**src/rtl/phy_idelay_tap_trainer_if.sv**
```systemverilog
// Control/status bundle between the IDELAY tap trainer and its surroundings
// (IDELAYCTRL, pattern checker, delay bank, MAC bring-up).
interface phy_idelay_tap_trainer_if;
    logic       idelayctrl_rdy_in;
    logic       train_start_in;
    logic       sample_valid_in;
    logic       sample_ok_in;
    logic [4:0] idelay_counter_value_in;
    logic       idelay_ld_out;
    logic       idelay_ce_out;
    logic       idelay_inc_out;
    logic       train_busy_out;
    logic       train_done_out;
    logic       train_fail_out;
    logic [4:0] eye_start_out;
    logic [5:0] eye_width_out;
    logic [4:0] tap_final_out;

    // Environment side: supplies readiness, start, checker results, CNTVALUE.
    modport master (
        output idelayctrl_rdy_in, train_start_in, sample_valid_in, sample_ok_in,
               idelay_counter_value_in,
        input  idelay_ld_out, idelay_ce_out, idelay_inc_out, train_busy_out,
               train_done_out, train_fail_out, eye_start_out, eye_width_out,
               tap_final_out
    );

    // Trainer side.
    modport slave (
        input  idelayctrl_rdy_in, train_start_in, sample_valid_in, sample_ok_in,
               idelay_counter_value_in,
        output idelay_ld_out, idelay_ce_out, idelay_inc_out, train_busy_out,
               train_done_out, train_fail_out, eye_start_out, eye_width_out,
               tap_final_out
    );
endinterface

```
**src/rtl/phy_idelay_tap_trainer.sv**
```systemverilog
// RGMII RX IDELAY tap trainer: loads the bank, walks it to tap 0, sweeps all
// 32 taps scoring each against the pattern checker, then centres the delay
// line in the longest passing window.
module phy_idelay_tap_trainer #(
    parameter int INIT_TAP      = 10,
    parameter int SETTLE_CYCLES = 16,
    parameter int SAMPLES       = 64,
    parameter int MIN_EYE       = 4
) (
    input  logic                    idelay_clk_in,
    input  logic                    sys_rst,
    phy_idelay_tap_trainer_if.slave trn
);
    localparam int CNT_MAX = (SETTLE_CYCLES > SAMPLES) ? SETTLE_CYCLES : SAMPLES;
    localparam int CNT_W   = $clog2(CNT_MAX + 1);

    localparam logic [3:0] S_IDLE         = 4'd0;
    localparam logic [3:0] S_WAIT_RDY     = 4'd1;
    localparam logic [3:0] S_LOAD         = 4'd2;
    localparam logic [3:0] S_ZERO         = 4'd3;
    localparam logic [3:0] S_SETTLE       = 4'd4;
    localparam logic [3:0] S_SAMPLE       = 4'd5;
    localparam logic [3:0] S_EVAL         = 4'd6;
    localparam logic [3:0] S_CENTER       = 4'd7;
    localparam logic [3:0] S_SETTLE_FINAL = 4'd8;
    localparam logic [3:0] S_DONE         = 4'd9;
    localparam logic [3:0] S_FAIL         = 4'd10;

    logic [3:0]       state, state_nxt;
    logic [4:0]       tap;
    logic [CNT_W-1:0] cnt;
    logic             all_ok;
    logic [5:0]       run_len, best_len, cand_len;
    logic [4:0]       run_start, best_start, cand_start;
    logic [5:0]       target;
    logic             ld_r, ce_r, inc_r;
    logic [4:0]       eye_start_r, tap_final_r;
    logic [5:0]       eye_width_r;

    logic start_acc, rdy_lost, settle_last, sample_last, tap_pass, run_close;
    logic cnt_match;

    assign start_acc   = trn.train_start_in &&
                         (state == S_IDLE || state == S_DONE || state == S_FAIL);
    // Losing IDELAYCTRL ready only matters once the bank is being driven.
    assign rdy_lost    = !trn.idelayctrl_rdy_in &&
                         (state >= S_LOAD && state <= S_SETTLE_FINAL);
    assign settle_last = (cnt == CNT_W'(SETTLE_CYCLES - 1));
    assign sample_last = (state == S_SAMPLE) && trn.sample_valid_in &&
                         (cnt == CNT_W'(SAMPLES - 1));
    assign tap_pass    = all_ok && trn.sample_ok_in;
    assign cnt_match   = (trn.idelay_counter_value_in == tap);

    // Run bookkeeping for the tap being closed out by its last strobe.
    always_comb begin
        cand_len   = tap_pass ? run_len + 6'd1 : run_len;
        cand_start = (tap_pass && run_len == 6'd0) ? tap : run_start;
        run_close  = !tap_pass || (tap == 5'd31);
    end

    // Next-state decode; a ready drop overrides everything while busy.
    always_comb begin
        state_nxt = state;
        if (rdy_lost) begin
            state_nxt = S_FAIL;
        end else begin
            case (state)
                S_IDLE, S_DONE, S_FAIL: if (trn.train_start_in) state_nxt = S_WAIT_RDY;
                S_WAIT_RDY:     if (trn.idelayctrl_rdy_in) state_nxt = S_LOAD;
                S_LOAD:         state_nxt = S_ZERO;
                S_ZERO:         if (tap == 5'd0) state_nxt = S_SETTLE;
                S_SETTLE:       if (settle_last) state_nxt = cnt_match ? S_SAMPLE : S_FAIL;
                S_SAMPLE:       if (sample_last) state_nxt = (tap == 5'd31) ? S_EVAL : S_SETTLE;
                S_EVAL:         state_nxt = (best_len < 6'(MIN_EYE)) ? S_FAIL : S_CENTER;
                S_CENTER:       if ({1'b0, tap} == target) state_nxt = S_SETTLE_FINAL;
                S_SETTLE_FINAL: if (settle_last) state_nxt = cnt_match ? S_DONE : S_FAIL;
                default:        state_nxt = S_IDLE;
            endcase
        end
    end

    // State register.
    always_ff @(posedge idelay_clk_in or posedge sys_rst) begin
        if (sys_rst) state <= S_IDLE;
        else         state <= state_nxt;
    end

    // Tap tracking, delay-bank strobes, settle/sample counting, run scoring.
    // CE is forced low every cycle unless a pulse is issued, so pulses are one
    // cycle wide and the ce_r check in ZERO/CENTER leaves a gap between them.
    always_ff @(posedge idelay_clk_in or posedge sys_rst) begin
        if (sys_rst) begin
            tap        <= '0;
            cnt        <= '0;
            all_ok     <= 1'b0;
            run_len    <= '0;
            run_start  <= '0;
            best_len   <= '0;
            best_start <= '0;
            target     <= '0;
            ld_r       <= 1'b0;
            ce_r       <= 1'b0;
            inc_r      <= 1'b0;
        end else begin
            ld_r <= 1'b0;
            ce_r <= 1'b0;
            if (!rdy_lost) begin
                case (state)
                    S_IDLE, S_DONE, S_FAIL: begin
                        if (trn.train_start_in) begin
                            cnt        <= '0;
                            run_len    <= '0;
                            run_start  <= '0;
                            best_len   <= '0;
                            best_start <= '0;
                        end
                    end
                    S_LOAD: begin
                        ld_r <= 1'b1;
                        tap  <= 5'(INIT_TAP);
                    end
                    S_ZERO: begin
                        if (tap != 5'd0 && !ce_r) begin
                            ce_r  <= 1'b1;
                            inc_r <= 1'b0;
                            tap   <= tap - 5'd1;
                        end
                    end
                    S_SETTLE, S_SETTLE_FINAL: begin
                        cnt    <= settle_last ? '0 : cnt + CNT_W'(1);
                        all_ok <= 1'b1;
                    end
                    S_SAMPLE: begin
                        if (trn.sample_valid_in) begin
                            all_ok <= tap_pass;
                            if (sample_last) begin
                                cnt <= '0;
                                if (run_close) begin
                                    run_len <= '0;
                                    if (cand_len > best_len) begin
                                        best_len   <= cand_len;
                                        best_start <= cand_start;
                                    end
                                end else begin
                                    run_len <= cand_len;
                                end
                                run_start <= cand_start;
                                if (tap != 5'd31) begin
                                    ce_r  <= 1'b1;
                                    inc_r <= 1'b1;
                                    tap   <= tap + 5'd1;
                                end
                            end else begin
                                cnt <= cnt + CNT_W'(1);
                            end
                        end
                    end
                    S_EVAL: begin
                        // start + width/2 stays within 0..31 because start+width <= 32.
                        target <= {1'b0, best_start} + (best_len >> 1);
                    end
                    S_CENTER: begin
                        if ({1'b0, tap} != target && !ce_r) begin
                            ce_r  <= 1'b1;
                            inc_r <= 1'b0;
                            tap   <= tap - 5'd1;
                        end
                    end
                    default: ;
                endcase
            end
        end
    end

    // Result registers: cleared on start, captured on the way into EVAL's
    // centring, DONE or FAIL.
    always_ff @(posedge idelay_clk_in or posedge sys_rst) begin
        if (sys_rst) begin
            eye_start_r <= '0;
            eye_width_r <= '0;
            tap_final_r <= '0;
        end else if (start_acc) begin
            eye_start_r <= '0;
            eye_width_r <= '0;
            tap_final_r <= '0;
        end else if (state_nxt == S_FAIL && state != S_FAIL) begin
            eye_start_r <= best_start;
            eye_width_r <= best_len;
            tap_final_r <= tap;
        end else if (state == S_EVAL && state_nxt == S_CENTER) begin
            eye_start_r <= best_start;
            eye_width_r <= best_len;
        end else if (state_nxt == S_DONE && state != S_DONE) begin
            tap_final_r <= tap;
        end
    end

    assign trn.idelay_ld_out  = ld_r;
    assign trn.idelay_ce_out  = ce_r;
    assign trn.idelay_inc_out = inc_r;
    assign trn.train_busy_out = !(state == S_IDLE || state == S_DONE || state == S_FAIL);
    assign trn.train_done_out = (state == S_DONE);
    assign trn.train_fail_out = (state == S_FAIL);
    assign trn.eye_start_out  = eye_start_r;
    assign trn.eye_width_out  = eye_width_r;
    assign trn.tap_final_out  = tap_final_r;
endmodule

```
**src/flat_wrapper.sv**
```systemverilog
// flat-port wrapper written by rule: the top's interface ports become plain ports
module phy_idelay_tap_trainer_flat 
#(
    parameter int INIT_TAP      = 10,
    parameter int SETTLE_CYCLES = 16,
    parameter int SAMPLES       = 64,
    parameter int MIN_EYE       = 4
)
  (idelay_clk_in, sys_rst, trn_idelayctrl_rdy_in, trn_train_start_in, trn_sample_valid_in, trn_sample_ok_in, trn_idelay_counter_value_in, trn_idelay_ld_out, trn_idelay_ce_out, trn_idelay_inc_out, trn_train_busy_out, trn_train_done_out, trn_train_fail_out, trn_eye_start_out, trn_eye_width_out, trn_tap_final_out);
  phy_idelay_tap_trainer_if trn_i ();
  input  logic idelay_clk_in;
  input  logic sys_rst;
  input wire logic [$bits(trn_i.idelayctrl_rdy_in)-1:0] trn_idelayctrl_rdy_in;
  input wire logic [$bits(trn_i.train_start_in)-1:0] trn_train_start_in;
  input wire logic [$bits(trn_i.sample_valid_in)-1:0] trn_sample_valid_in;
  input wire logic [$bits(trn_i.sample_ok_in)-1:0] trn_sample_ok_in;
  input wire logic [$bits(trn_i.idelay_counter_value_in)-1:0] trn_idelay_counter_value_in;
  output wire logic [$bits(trn_i.idelay_ld_out)-1:0] trn_idelay_ld_out;
  output wire logic [$bits(trn_i.idelay_ce_out)-1:0] trn_idelay_ce_out;
  output wire logic [$bits(trn_i.idelay_inc_out)-1:0] trn_idelay_inc_out;
  output wire logic [$bits(trn_i.train_busy_out)-1:0] trn_train_busy_out;
  output wire logic [$bits(trn_i.train_done_out)-1:0] trn_train_done_out;
  output wire logic [$bits(trn_i.train_fail_out)-1:0] trn_train_fail_out;
  output wire logic [$bits(trn_i.eye_start_out)-1:0] trn_eye_start_out;
  output wire logic [$bits(trn_i.eye_width_out)-1:0] trn_eye_width_out;
  output wire logic [$bits(trn_i.tap_final_out)-1:0] trn_tap_final_out;
  assign trn_i.idelayctrl_rdy_in = trn_idelayctrl_rdy_in;
  assign trn_i.train_start_in = trn_train_start_in;
  assign trn_i.sample_valid_in = trn_sample_valid_in;
  assign trn_i.sample_ok_in = trn_sample_ok_in;
  assign trn_i.idelay_counter_value_in = trn_idelay_counter_value_in;
  assign trn_idelay_ld_out = trn_i.idelay_ld_out;
  assign trn_idelay_ce_out = trn_i.idelay_ce_out;
  assign trn_idelay_inc_out = trn_i.idelay_inc_out;
  assign trn_train_busy_out = trn_i.train_busy_out;
  assign trn_train_done_out = trn_i.train_done_out;
  assign trn_train_fail_out = trn_i.train_fail_out;
  assign trn_eye_start_out = trn_i.eye_start_out;
  assign trn_eye_width_out = trn_i.eye_width_out;
  assign trn_tap_final_out = trn_i.tap_final_out;
  phy_idelay_tap_trainer #(.INIT_TAP(INIT_TAP), .SETTLE_CYCLES(SETTLE_CYCLES), .SAMPLES(SAMPLES), .MIN_EYE(MIN_EYE)) u_core (.idelay_clk_in(idelay_clk_in), .sys_rst(sys_rst), .trn(trn_i));
endmodule
```
**config.mk**
```make
export PLATFORM = sky130hd
export DESIGN_NAME = phy_idelay_tap_trainer_flat
export DESIGN_NICKNAME = d
export VERILOG_FILES = /design/src/rtl/phy_idelay_tap_trainer_if.sv /design/src/rtl/phy_idelay_tap_trainer.sv /design/src/flat_wrapper.sv
export SDC_FILE = /design/constraint.sdc
export NUM_CORES = 1
export LEC_CHECK = 0
export ABC_CLOCK_PERIOD_IN_PS = 3810
export BUFFER_PORTS_ARGS = -buffer_cell sky130_fd_sc_hd__buf_2
export CORE_AREA = 2 2 101 103
export DETAILED_ROUTE_END_ITERATION = 10
export DIE_AREA = 0 0 103 105
export SYNTH_ARGS = -nofsm -noshare
export SYNTH_HDL_FRONTEND = slang
export SYNTH_SLANG_ARGS = --single-unit
```
**constraint.sdc**
```tcl
create_clock -name idelay_clk_in -period 3.81 [get_ports idelay_clk_in]
set_input_delay 0.762 -clock idelay_clk_in [delete_from_list [all_inputs] [get_ports idelay_clk_in]]
set_output_delay 0.762 -clock idelay_clk_in [all_outputs]
set_load 0.01 [all_outputs]
```
After elaboration in Yosys (flattened, before gate mapping). Cells that the tools add are included.

Muxes and demuxes: 72. Magnitude comparators: 4. Add/sub/neg operators: 5. Bitwise operators: 1. Equality and inequality tests: 31. Reductions and logical operators: 40.

Operators with widths (count): 2-to-1 mux 5 bit (20); 2-to-1 mux 6 bit (12); 2-to-1 mux 4 bit (10); one-hot mux 4 bit (9 select lines) (1); 2-to-1 mux 7 bit (4); one-hot mux 6 bit (2 select lines) (2); one-hot mux 7 bit (3 select lines) (1); AND reduction 7 bit (3); equality test 4 x 3 -> 1 bit (second input constant) (5); equality test 4 bit (second input constant) (5); one-hot mux 5 bit (2 select lines) (2); one-hot mux 5 bit (4 select lines) (1); 2-to-1 mux 1 bit (14); logical AND 1 bit (12); nonzero test 3 bit (4); equality test 4 x 2 -> 1 bit (second input constant) (2); inequality test 2 x 1 -> 1 bit (second input constant) (4); inequality test 2 bit (second input constant) (4); inequality test 4 bit (second input constant) (2); adder 7 x 1 -> 7 bit (second input constant) (1); equality test 7 x 4 -> 1 bit (second input constant) (1); equality test 7 x 6 -> 1 bit (second input constant) (1); adder 5 x 5 -> 6 bit (1); adder 6 x 1 -> 6 bit (second input constant) (1); 31 further kinds (40).

Output and inout bits: 22. Bits in registers: 64.

Depth between registers and ports, before layout. Gate-level depths: netlist (run 1).

Depth in word-level cells: 12. Mapped depth: 14. Mapped depth without buffers: 12.

Worst setup path before layout (run 1). OpenSTA, ideal clock, no wires.

Path kind: input-to-reg. Start point: in trn_sample_ok_in. End point: reg u_core.best_len[0]. Path buffers: 2. Arrival time: 3.030 ns. Path slack: 0.652 ns. Stages: 13. Cell sequence: and2_1 -> clkbuf_1 -> nand4_1 -> nor2_1 -> xnor2_1 -> inv_1 -> ha_1 -> nand4_1 -> o211ai_1 -> o221ai_1 -> a21oi_1 -> buf_4 -> mux2_1.

Word-level cells in the longest chain between the ends: 7.

RTL lines: from (decl) (line flat_wrapper.sv:16) `input wire logic [$bits(trn_i.sample_ok_in)-1:0] trn_sample_ok_in;`; logical AND 1 bit * (line phy_idelay_tap_trainer.sv:51) `assign tap_pass = all_ok && trn.sample_ok_in;`; parallel branches: the longest is 6 deep, another holds greater-than comparator 6 bit; to (signal assigned) (line phy_idelay_tap_trainer.sv:141) `best_len <= cand_len;`; to (decl) (line phy_idelay_tap_trainer.sv:33) `logic [5:0] run_len, best_len, cand_len;`.

Mark *: on every way between the ends. The select of a mux whose other input is x is not followed. A chain may end at the register's enable or synchronous reset.

Final worst setup path (run 1).
Start point: in trn_sample_ok_in. End point: reg u_core.best_start[2].

Word-level cells in the longest chain between the ends: 8.

RTL lines: logical AND 1 bit * (line phy_idelay_tap_trainer.sv:51); parallel branches: the longest is 7 deep, another holds greater-than comparator 6 bit; to (signal assigned) (line phy_idelay_tap_trainer.sv:142) `best_start <= cand_start;`; to (decl) (line phy_idelay_tap_trainer.sv:34) `logic [4:0] run_start, best_start, cand_start;`.

Marks and branches as above.

==> results of run 1 <==
-- layout by cell type (no fill, tap or decap), types with 9 or more instances in the layout --
cell type,count
buf_2,32
a21oi_1,16
mux2i_1,26
nand2_1,55
inv_1,30
o21ai_0,24
ha_1,17
clkbuf_8,9
xor2_1,11
nor2_1,28
dfrtp_1,64
nand2b_1,9
-- state kept, by name, summed over array words and instances, names as in the netlist --
name                       count
u_core.cnt                     7
u_core.best_len                6
u_core.run_len                 6
u_core.target                  6
u_core.trn.eye_width_out       6
u_core.best_start              5
u_core.run_start               5
u_core.tap                     5
u_core.trn.eye_start_out       5
u_core.trn.tap_final_out       5
u_core.state                   4
u_core.all_ok                  1
u_core.trn.idelay_ce_out       1
u_core.trn.idelay_inc_out      1
u_core.trn.idelay_ld_out       1
-- logic make-up (layout without fill, tap and decap cells) --
family / after synthesis / count (layout)
adders and majority gates: 20 / 20
xor gates and xnor gates: 19 / 19
muxes: 38 / 38
AOI/OAI and AO/OA: 93 / 93
buffers and inverters: 54 / 84
and+or+nand+nor: 140 / 140
DFF: 64 / 64
-- worst min-delay path by stage --
| stage | start | end | slack, ns | cells after the start |
|---|---|---|---|---|
| finish | u_core.trn.idelay_inc_out | u_core.trn.idelay_inc_out | 0.50 | 1 |
| global route | u_core.run_start[1] | u_core.run_start[1] | 0.52 | 1 |
| CTS | u_core.trn.idelay_inc_out | u_core.trn.idelay_inc_out | 0.50 | 1 |
| detailed placement | u_core.trn.idelay_inc_out | u_core.trn.idelay_inc_out | 0.49 | 1 |
| global placement | u_core.target[2] | u_core.target[2] | 0.48 | 2 |
| floorplan | u_core.target[5] | u_core.target[5] | 0.45 | 2 |
-- where the power goes --
part	switching (mW)	internal, mW
Combinational	0.635	0.501
Clock	0.262	0.229
Sequential	0.159	0.758
Total	1.06	1.49
-- layout make-up --
cell class	instances	area, um2	share of cell area [%]
clock inverter	4	22.5	0.497
sequential	64	1600	35.3
clock buffer	11	131	2.90
timing repair buffer	38	205	4.53
inverter	31	116	2.57
tap	133	166	3.67
multi-input combinational	310	2290	50.5
-- layer usage --
layer	wire [um]	GRT usage, %	part of all wire [%]
met2	4250	27.9	45
met1	4590	27.6	49
met3	378	3.41	4.0
met5	0	0	0
met4	206	6.67	2.2
-- metrics by stage --
step                utilization, %  area, um2  cells  power (mW)
CTS                           47.0       4530    591        2.57
detailed placement            45.4       4380    576        2.07
global route                  47.0       4530    591        2.73
global placement              45.4       4380    576        2.04
floorplan                        -       4240    428        1.92
finish                        47.0       4530    591        2.54
==> results.ini, run 1 <==
[routing]
first_iter_violations=175
wl_per_cell_um=15.9
dr.pass1.iters=4
drc=0
routed_wl_um=9420
vias=3144
post_drt_via_cell_ratio=5.32
ant_nets=0

[layout]
drive_above_1_share_pct=19.2
diodes=0
area_growth_pct=6.94
final_nets=484
n_fill_cell=958

[critical_path]
critPathKind=in -> reg
worst-path-stages=13
crit_buf_inv=3
crit_chain=buf_2, and2_1, nand4_1, nor2_1, xnor2_1, inv_1, ha_1, nand4_1, o211ai_1, o221ai_1, a21oi_1, buf_4, mux2i_1
worstPathArrival_ns=3.51
crit_top_cell=nand4_1
r2r-start=u_core.all_ok
crit_family=compound AO/OA/AOI/OAI gates
endpoint_kind=flop
startpoint_type=input pin
endpoint=u_core.best_start[2]
r2r_end=u_core.best_start[2]
required_ns=4.07
critPathMaxFanout=6
reg2reg_slack_ns=0.67
cp_slowest_cell=a21oi_1
cpPeakStageDelay_ns=0.52
startpoint=trn_sample_ok_in
timing.reg2reg.worst_path_depth=12

[logic_synthesis]
synth_seq_cells=64
synthFlopType=dfrtp_1
synth_edf_count=0
synth_area_per_cell_um2=9.90
synth_top_family_by_area=simple AND/OR/NAND/NOR gates
synthArstFlopShare_pct=100
yosysWarnings=0
yosysSeqAreaShare_pct=37.8
synth_mux_area_share_pct=9.33
synth.area.top_cells=dfrtp_1, mux2i_1, ha_1
synth_top_area_share_pct=37.8
synth-simple-area-share_pct=17.7
synth_xor_area_share_pct=3.93
synthesis.nets=458
synth_most_common_cell=dfrtp_1
synth_cell_types=79
synthesis.area_mm2=0.00424
synth_compound_area_share_pct=16.9
synth_cells=428
synth_common_cells=dfrtp_1, nand2_1, inv_1
synth_top_area_cell=dfrtp_1
synthAdderAreaFrac_pct=6.20

[sta]
drv_slew=0
fin_crit_ns=3.25
finalSetupTns_ns=0
finalSetupViolCount=0
fin_skew_ns=0.0125
layout_setup_ws_ns=0.560
hold_viol=0
min_period_over_period_pct=85.3
hold_ws_ns=0.499
slew_headroom_pct=31.8
rsz0062_at_grt=false
fmaxAchievable_mhz=308
worst_pin_slew_ns=1.02

[die]
rows=36
die_w_um=103
coreArea_mm2=0.00964
dieArea_mm2=0.0108
initial_utilization_pct=44.0
die_height_um=105
ios=33

[global_route]
grt_pass1_wl_um=15900
grt_max_degree=49
grt_pass1_vias=3117
grtUsageTotal_pct=18.9
antenna_found_initial=0
overflow=0

[placed_design]
hpwlAfterDp_um=6710
dp_slack_ns=0.246
io_buffers=32
gp_congestion=0.867

[power]
vdd_drop_max_v=0.000191
p_leak_nw=2.17
powerDensity_mw_per_mm2=561

[cts]
tritoncts=done
cts_buffer_depth=2
clock-sinks=64
cts_buffers=9
cts_setup_buffers=0
htreeDepth=3
cts-resized-gates=0
hold_buffers=0
cts-root-buf=clkbuf_8
clock_latency_ns=0.35
clk_pin_slew_ns=0.07

[job]
drv_cap=0

[worst_hold_path]
min_path_type=reg -> reg

[status]
status=finished, final reports clean

Power figures use the tool's default switching activity.
==> inputs of run 2 (changes only) <==
--- a/config.mk
+++ b/config.mk
@@ -10,6 +10,7 @@
 export CORE_AREA = 2 2 101 103
 export DETAILED_ROUTE_END_ITERATION = 10
 export DIE_AREA = 0 0 103 105
+export PLACE_DENSITY = 0.69
 export SYNTH_ARGS = -nofsm -noshare
 export SYNTH_HDL_FRONTEND = slang
 export SYNTH_SLANG_ARGS = --single-unit
==> results.ini, run 2 (synthesis gave the netlist of run 1 again) <==
[power]
vdd_drop_max_v=0.000213  ; +12%
powerDensity_mw_per_mm2=580  ; +3.4%
p_leak_nw=2.19  ; +0.74%

[cts]
cts-root-buf=clkbuf_8
cts-resized-gates=0  ; unchanged
cts_buffers=9  ; unchanged
tritoncts=done
htreeDepth=3  ; unchanged
cts_buffer_depth=2  ; unchanged
clock-sinks=64  ; unchanged
cts_setup_buffers=0  ; unchanged
hold_buffers=0  ; unchanged
clock_latency_ns=0.35  ; about the same
clk_pin_slew_ns=0.08  ; about the same

[sta]
fmaxAchievable_mhz=323  ; +5.1%
fin_skew_ns=0.0162  ; +0.00372 ns
worst_pin_slew_ns=1.08  ; +0.0560 ns
fin_crit_ns=3.09  ; -0.157 ns
hold_viol=0  ; unchanged
finalSetupTns_ns=0  ; unchanged
rsz0062_at_grt=false
min_period_over_period_pct=81.2  ; -4.1 points
slew_headroom_pct=28.1  ; -3.7 points
drv_slew=0  ; unchanged
finalSetupViolCount=0  ; unchanged

[die]
die_w_um=103  ; unchanged
rows=36  ; unchanged
die_height_um=105  ; unchanged
coreArea_mm2=0.00964  ; unchanged
dieArea_mm2=0.0108  ; unchanged
initial_utilization_pct=44.0  ; unchanged
ios=33  ; unchanged

[routing]
post_drt_via_cell_ratio=5.50  ; +3.3%
first_iter_violations=152  ; -13%
dr.pass1.iters=5  ; +1
ant_nets=0  ; unchanged
vias=3249  ; +3.3%
drc=0  ; unchanged
routed_wl_um=9490  ; +0.74%
wl_per_cell_um=16.1  ; +0.74%

[global_route]
grt_pass1_vias=3164  ; +1.5%
grt_max_degree=51  ; +4.1%
overflow=0  ; unchanged
grt_pass1_wl_um=16100  ; +0.91%
grtUsageTotal_pct=19.3  ; +0.37 points
antenna_found_initial=0  ; unchanged

[layout]
largest_reg_flops=7  ; unchanged
mostFrequentLayoutCells=dfrtp_1, nand2_1, buf_2
finish.utilization_pct=47.4  ; +0.38 points
final_nets=483  ; -0.21%
diodes=0  ; unchanged
regMostFlops=u_core.cnt
area_growth_pct=7.79
drive_above_1_share_pct=19.4  ; +0.22 points
layout_commonest_cell=dfrtp_1

[placed_design]
hpwlAfterDp_um=6710  ; about the same
io_buffers=32  ; unchanged
gp_congestion=0.838  ; -3.4%

[critical_path]
critPathMaxFanout=20  ; +14
critPathKind=reg -> reg
startpoint_type=flop
worstPathArrival_ns=3.32  ; -0.19 ns
required_ns=4.04  ; -0.03 ns
endpoint_kind=flop

[status]
status=finished, final reports clean

[worst_hold_path]
min_path_type=reg -> reg

[job]
drv_cap=0  ; unchanged

[run 2: final timing paths]
check,start,to,slack (ns),cells after the start
min reg2reg,u_core.target[5],u_core.target[5],0.49,2
min in group asynchronous,sys_rst,u_core.cnt[4],0.67,2
min,u_core.target[5],u_core.target[5],0.49,2
max in group asynchronous,sys_rst,u_core.run_start[2],2.31,3
max reg2reg,u_core.state[1],u_core.best_len[5],0.72,7
max,u_core.state[1],u_core.best_len[5],0.72,7
[run 2: layout make-up]
| class | count | area (um2) |
|---|---|---|
| fill | 921 | 5070 |
| clock buffer | 11 | 141 |
| multi-input combinational | 310 | 2290 |
| sequential | 64 | 1600 |
| clock inverter | 5 | 56.3 |
| timing repair buffer | 37 | 198 |
| inverter | 31 | 116 |
| tap | 133 | 166 |
[run 2: per-layer routing]
metal  GRT usage, %  vias to the layer above  wire (um)
li1               -                     1559          -
met1           26.7                     1584       4290
met2           29.2                       90       4510
met3           4.75                       16        540
met4           6.58                        0        153
met5              0                        -          0
[run 2: critical path, stage by stage, from the launching register on]
cell      delay, ns
dfrtp_1        0.61
and4bb_2       0.64
a22oi_1        0.18
a31oi_1        0.48
nand2_2        0.24
a21oi_1        0.20
buf_4          0.24
mux2_1         0.37
[run 2: power by group]
group,switching [mW],internal (mW)
registers,0.152,0.758
clock network,0.284,0.319
logic,0.645,0.493
[run 2: through the flow]
stage                     setup slack (ns)  area [um2]  power, mW  cells  hold slack [ns]
after detailed placement             0.476        4370       2.06    575            0.475
after CTS                            0.762        4570       2.66    591            0.492
after global placement               0.554        4370       2.02    575            0.464
after floorplan                      0.652        4240       1.92    428            0.451
after global routing                 0.529        4570       2.83    591            0.506
final                                0.717        4570       2.65    591            0.487
==> inputs of run 3 (changes only) <==
--- a/config.mk
+++ b/config.mk
@@ -5,12 +5,13 @@
 export SDC_FILE = /design/constraint.sdc
 export NUM_CORES = 1
 export LEC_CHECK = 0
-export ABC_CLOCK_PERIOD_IN_PS = 3810
+export ABC_AREA = 1
+export ABC_CLOCK_PERIOD_IN_PS = 2600
 export BUFFER_PORTS_ARGS = -buffer_cell sky130_fd_sc_hd__buf_2
-export CORE_AREA = 2 2 101 103
+export CORE_AREA = 2 2 97 99
 export DETAILED_ROUTE_END_ITERATION = 10
-export DIE_AREA = 0 0 103 105
-export PLACE_DENSITY = 0.69
+export DIE_AREA = 0 0 99 101
+export PLACE_DENSITY = 0.72
 export SYNTH_ARGS = -nofsm -noshare
 export SYNTH_HDL_FRONTEND = slang
 export SYNTH_SLANG_ARGS = --single-unit
==> constraint.sdc (replaced) <==
create_clock -name idelay_clk_in -period 2.6 [get_ports idelay_clk_in]
set_input_delay 0.52 -clock idelay_clk_in [delete_from_list [all_inputs] [get_ports idelay_clk_in]]
set_output_delay 0.52 -clock idelay_clk_in [all_outputs]
set_load 0.01 [all_outputs]
==> results.ini, run 3 <==
[sta]
slew_headroom_pct=45.3  ; +17 points
fmaxAchievable_mhz=402  ; +24%
rsz0062_at_grt=true
worst_pin_slew_ns=0.820  ; -0.258 ns
hold_viol=0  ; unchanged
min_period_over_period_pct=95.6  ; +14 points
fin_crit_ns=2.49  ; -0.607 ns
finalSetupViolCount=0  ; unchanged
drv_slew=0  ; unchanged
fin_skew_ns=0.00883  ; -0.00735 ns
hold_ws_ns=0.416  ; -0.0714 ns
layout_setup_ws_ns=0.114  ; -0.603 ns

[critical_path]
critPathKind=reg -> reg
crit_top_cell=nand2_1
critPathMaxFanout=5  ; -75%
endpoint_kind=flop
cp_slowest_cell=dfrtp_1
reg2reg_slack_ns=0.11  ; -0.60 ns
startpoint_type=flop
cpPeakStageDelay_ns=0.35  ; -0.29 ns
crit_chain=nand2_1, inv_2, nand2_2, nor3_2, nand2_1, xor2_1, inv_1, ha_4, nand2_1, nor2_2, o21ai_0, o211ai_1, nand2_1, o21ai_2, nand2_2, buf_2, nand2_1, o21ai_0
worstPathArrival_ns=2.72  ; -0.60 ns
required_ns=2.83  ; -1.21 ns

[cts]
htreeDepth=3  ; unchanged
cts_buffer_depth=2  ; unchanged
hold_buffers=0  ; unchanged
cts_buffers=9  ; unchanged
cts-root-buf=clkbuf_8
clock_latency_ns=0.35  ; about the same
clk_pin_slew_ns=0.08  ; about the same
tritoncts=done
clock-sinks=64  ; unchanged

[global_route]
grt_pass1_wl_um=16400  ; +1.8%
antenna_found_initial=0  ; unchanged
grt_pass1_vias=3554  ; +12%
overflow=0  ; unchanged
grtUsageTotal_pct=20.8  ; +1.5 points
grt_max_degree=65  ; +27%

[logic_synthesis]
yosysWarnings=0  ; unchanged
synth_area_per_cell_um2=7.48  ; -24%
synth_top_area_share_pct=40.6  ; +2.9 points
synth_common_cells=nand2_1, inv_1, dfrtp_1
synth_edf_count=0  ; unchanged
synthesis.area_mm2=0.00394  ; -7.0%
synth_top_area_cell=dfrtp_1
synthFlopType=dfrtp_1
synth_cells=527  ; +23%
synth.area.top_cells=dfrtp_1, nand2_1, inv_1
synth_seq_cells=64  ; unchanged
synth_most_common_cell=nand2_1
synthesis.nets=557  ; +22%
synth_cell_types=38  ; -52%
yosysSeqAreaShare_pct=40.6  ; +2.9 points
synthArstFlopShare_pct=100  ; unchanged

[die]
die_height_um=101  ; -3.8%
coreArea_mm2=0.00898  ; -6.9%
die_w_um=99  ; -3.9%
ios=33  ; unchanged
rows=35  ; -2.8%
initial_utilization_pct=43.9  ; -0.076 points
dieArea_mm2=0.0100  ; -7.5%

[layout]
largest_reg_flops=7  ; unchanged
mostFrequentLayoutCells=nand2_1, dfrtp_1, inv_1
drive_above_1_share_pct=18.1  ; -1.3 points
diodes=0  ; unchanged
regMostFlops=u_core.cnt
layout_commonest_cell=nand2_1
seqCellArea_mm2=0.00160  ; unchanged
n_fill_cell=853  ; -7.4%
final_cell_count_no_fill=697  ; +18%
area_growth_pct=15.6
multi_input_area_mm2=0.00205  ; -11%
final_nets=611  ; +27%

[power]
p_leak_nw=2.45  ; +12%
powerDensity_mw_per_mm2=879  ; +52%
power_mw=4.00  ; +51%
vdd_drop_max_v=0.000423  ; +98%

[status]
status=finished, final reports clean

[routing]
dr.pass1.iters=5  ; unchanged
drc=0  ; unchanged
wl_per_cell_um=14.3  ; -11%
ant_nets=0  ; unchanged
vias=3711  ; +14%
post_drt_via_cell_ratio=5.32  ; -3.2%
routed_wl_um=10000  ; +5.4%
first_iter_violations=134  ; -12%

[placed_design]
gp_congestion=0.920  ; +9.8%
dp_slack_ns=-0.0500  ; -0.526 ns
dp_cells=675  ; +17%
io_buffers=32  ; unchanged
hpwlAfterDp_um=7470  ; +11%

[job]
drv_cap=0  ; unchanged

[worst_hold_path]
min_path_type=in -> async

==> run 3: cell families (layout without fill, tap and decap cells) <==
group                    Yosys count  count (layout)  share of synthesized area [%]
AND/OR/NAND/NOR                  278             278                           31.6
buffers and inverters             81             140                           8.13
AO/OA/AOI/OAI                     72              72                           10.0
flip-flops                        64              64                           40.6
adder cells (fa/ha/maj)           19              19                           6.41
XOR/XNOR                           8               8                           1.78
multiplexers                       5               5                           1.43
==> run 3: metrics by stage <==
step                      instance area [um2]  utilization (%)  TNS, ns
after floorplan                          3950                -        0
after global placement                   4300             47.9        0
after detailed placement                 4300             47.9   -0.267
after CTS                                4480             49.9        0
after global routing                     4550             50.7   -0.343
final                                    4550             50.7        0
==> run 3: power breakdown <==
| group | internal [mW] | switching, mW |
|---|---|---|
| Combinational | 0.652 | 1.23 |
| Sequential | 1.15 | 0.177 |
| Clock | 0.373 | 0.418 |
==> run 3: path summary, 6_finish.rpt <==
path / startpoint / endpoint / depth (start not counted)
max: u_core.all_ok / u_core.best_len[3] / 18
min: sys_rst / u_core.state[3] / 3
max reg2reg: u_core.all_ok / u_core.best_len[3] / 18
min reg2reg: u_core.trn.idelay_inc_out / u_core.trn.idelay_inc_out / 2
max in group asynchronous: sys_rst / u_core.run_len[3] / 3
min in group idelay_clk_in: u_core.trn.idelay_inc_out / u_core.trn.idelay_inc_out / 2
==> run 3: what timing repair did <==
item,in CTS,in global routing
endpoints found under the setup margin,0,27
setup buffers,0,5
resized for setup,0,9
==> run 3: per-layer routing <==
| layer | GRT usage [%] | vias up | share of wire, % |
|---|---|---|---|
| met1 | 24.9 | 1768 | 43 |
| li1 | - | 1826 | - |
| met3 | 2.98 | 19 | 3.9 |
| met4 | 9.06 | 0 | 2.5 |
| met2 | 37.1 | 98 | 50 |
| met5 | 0 | - | 0 |
==> run 3: layout make-up <==
type	count	share of cell area, %
clock buffer	10	3.02
clock inverter	6	0.934
inverter	71	5.85
multi-input combinational	382	45.0
sequential	64	35.2
tap	111	3.05
timing repair buffer	53	7.01
==> run 3: worst max-delay path, delay by kind of cell, from the launching register on <==
family / cells / cell delay (ns)
AOI/OAI and AO/OA: 4 / 0.39
xor gates and xnor gates: 1 / 0.15
adders and majority gates: 1 / 0.27
buffers and inverters: 3 / 0.32
DFF: 1 / 0.35
and+or+nand+nor: 9 / 0.87
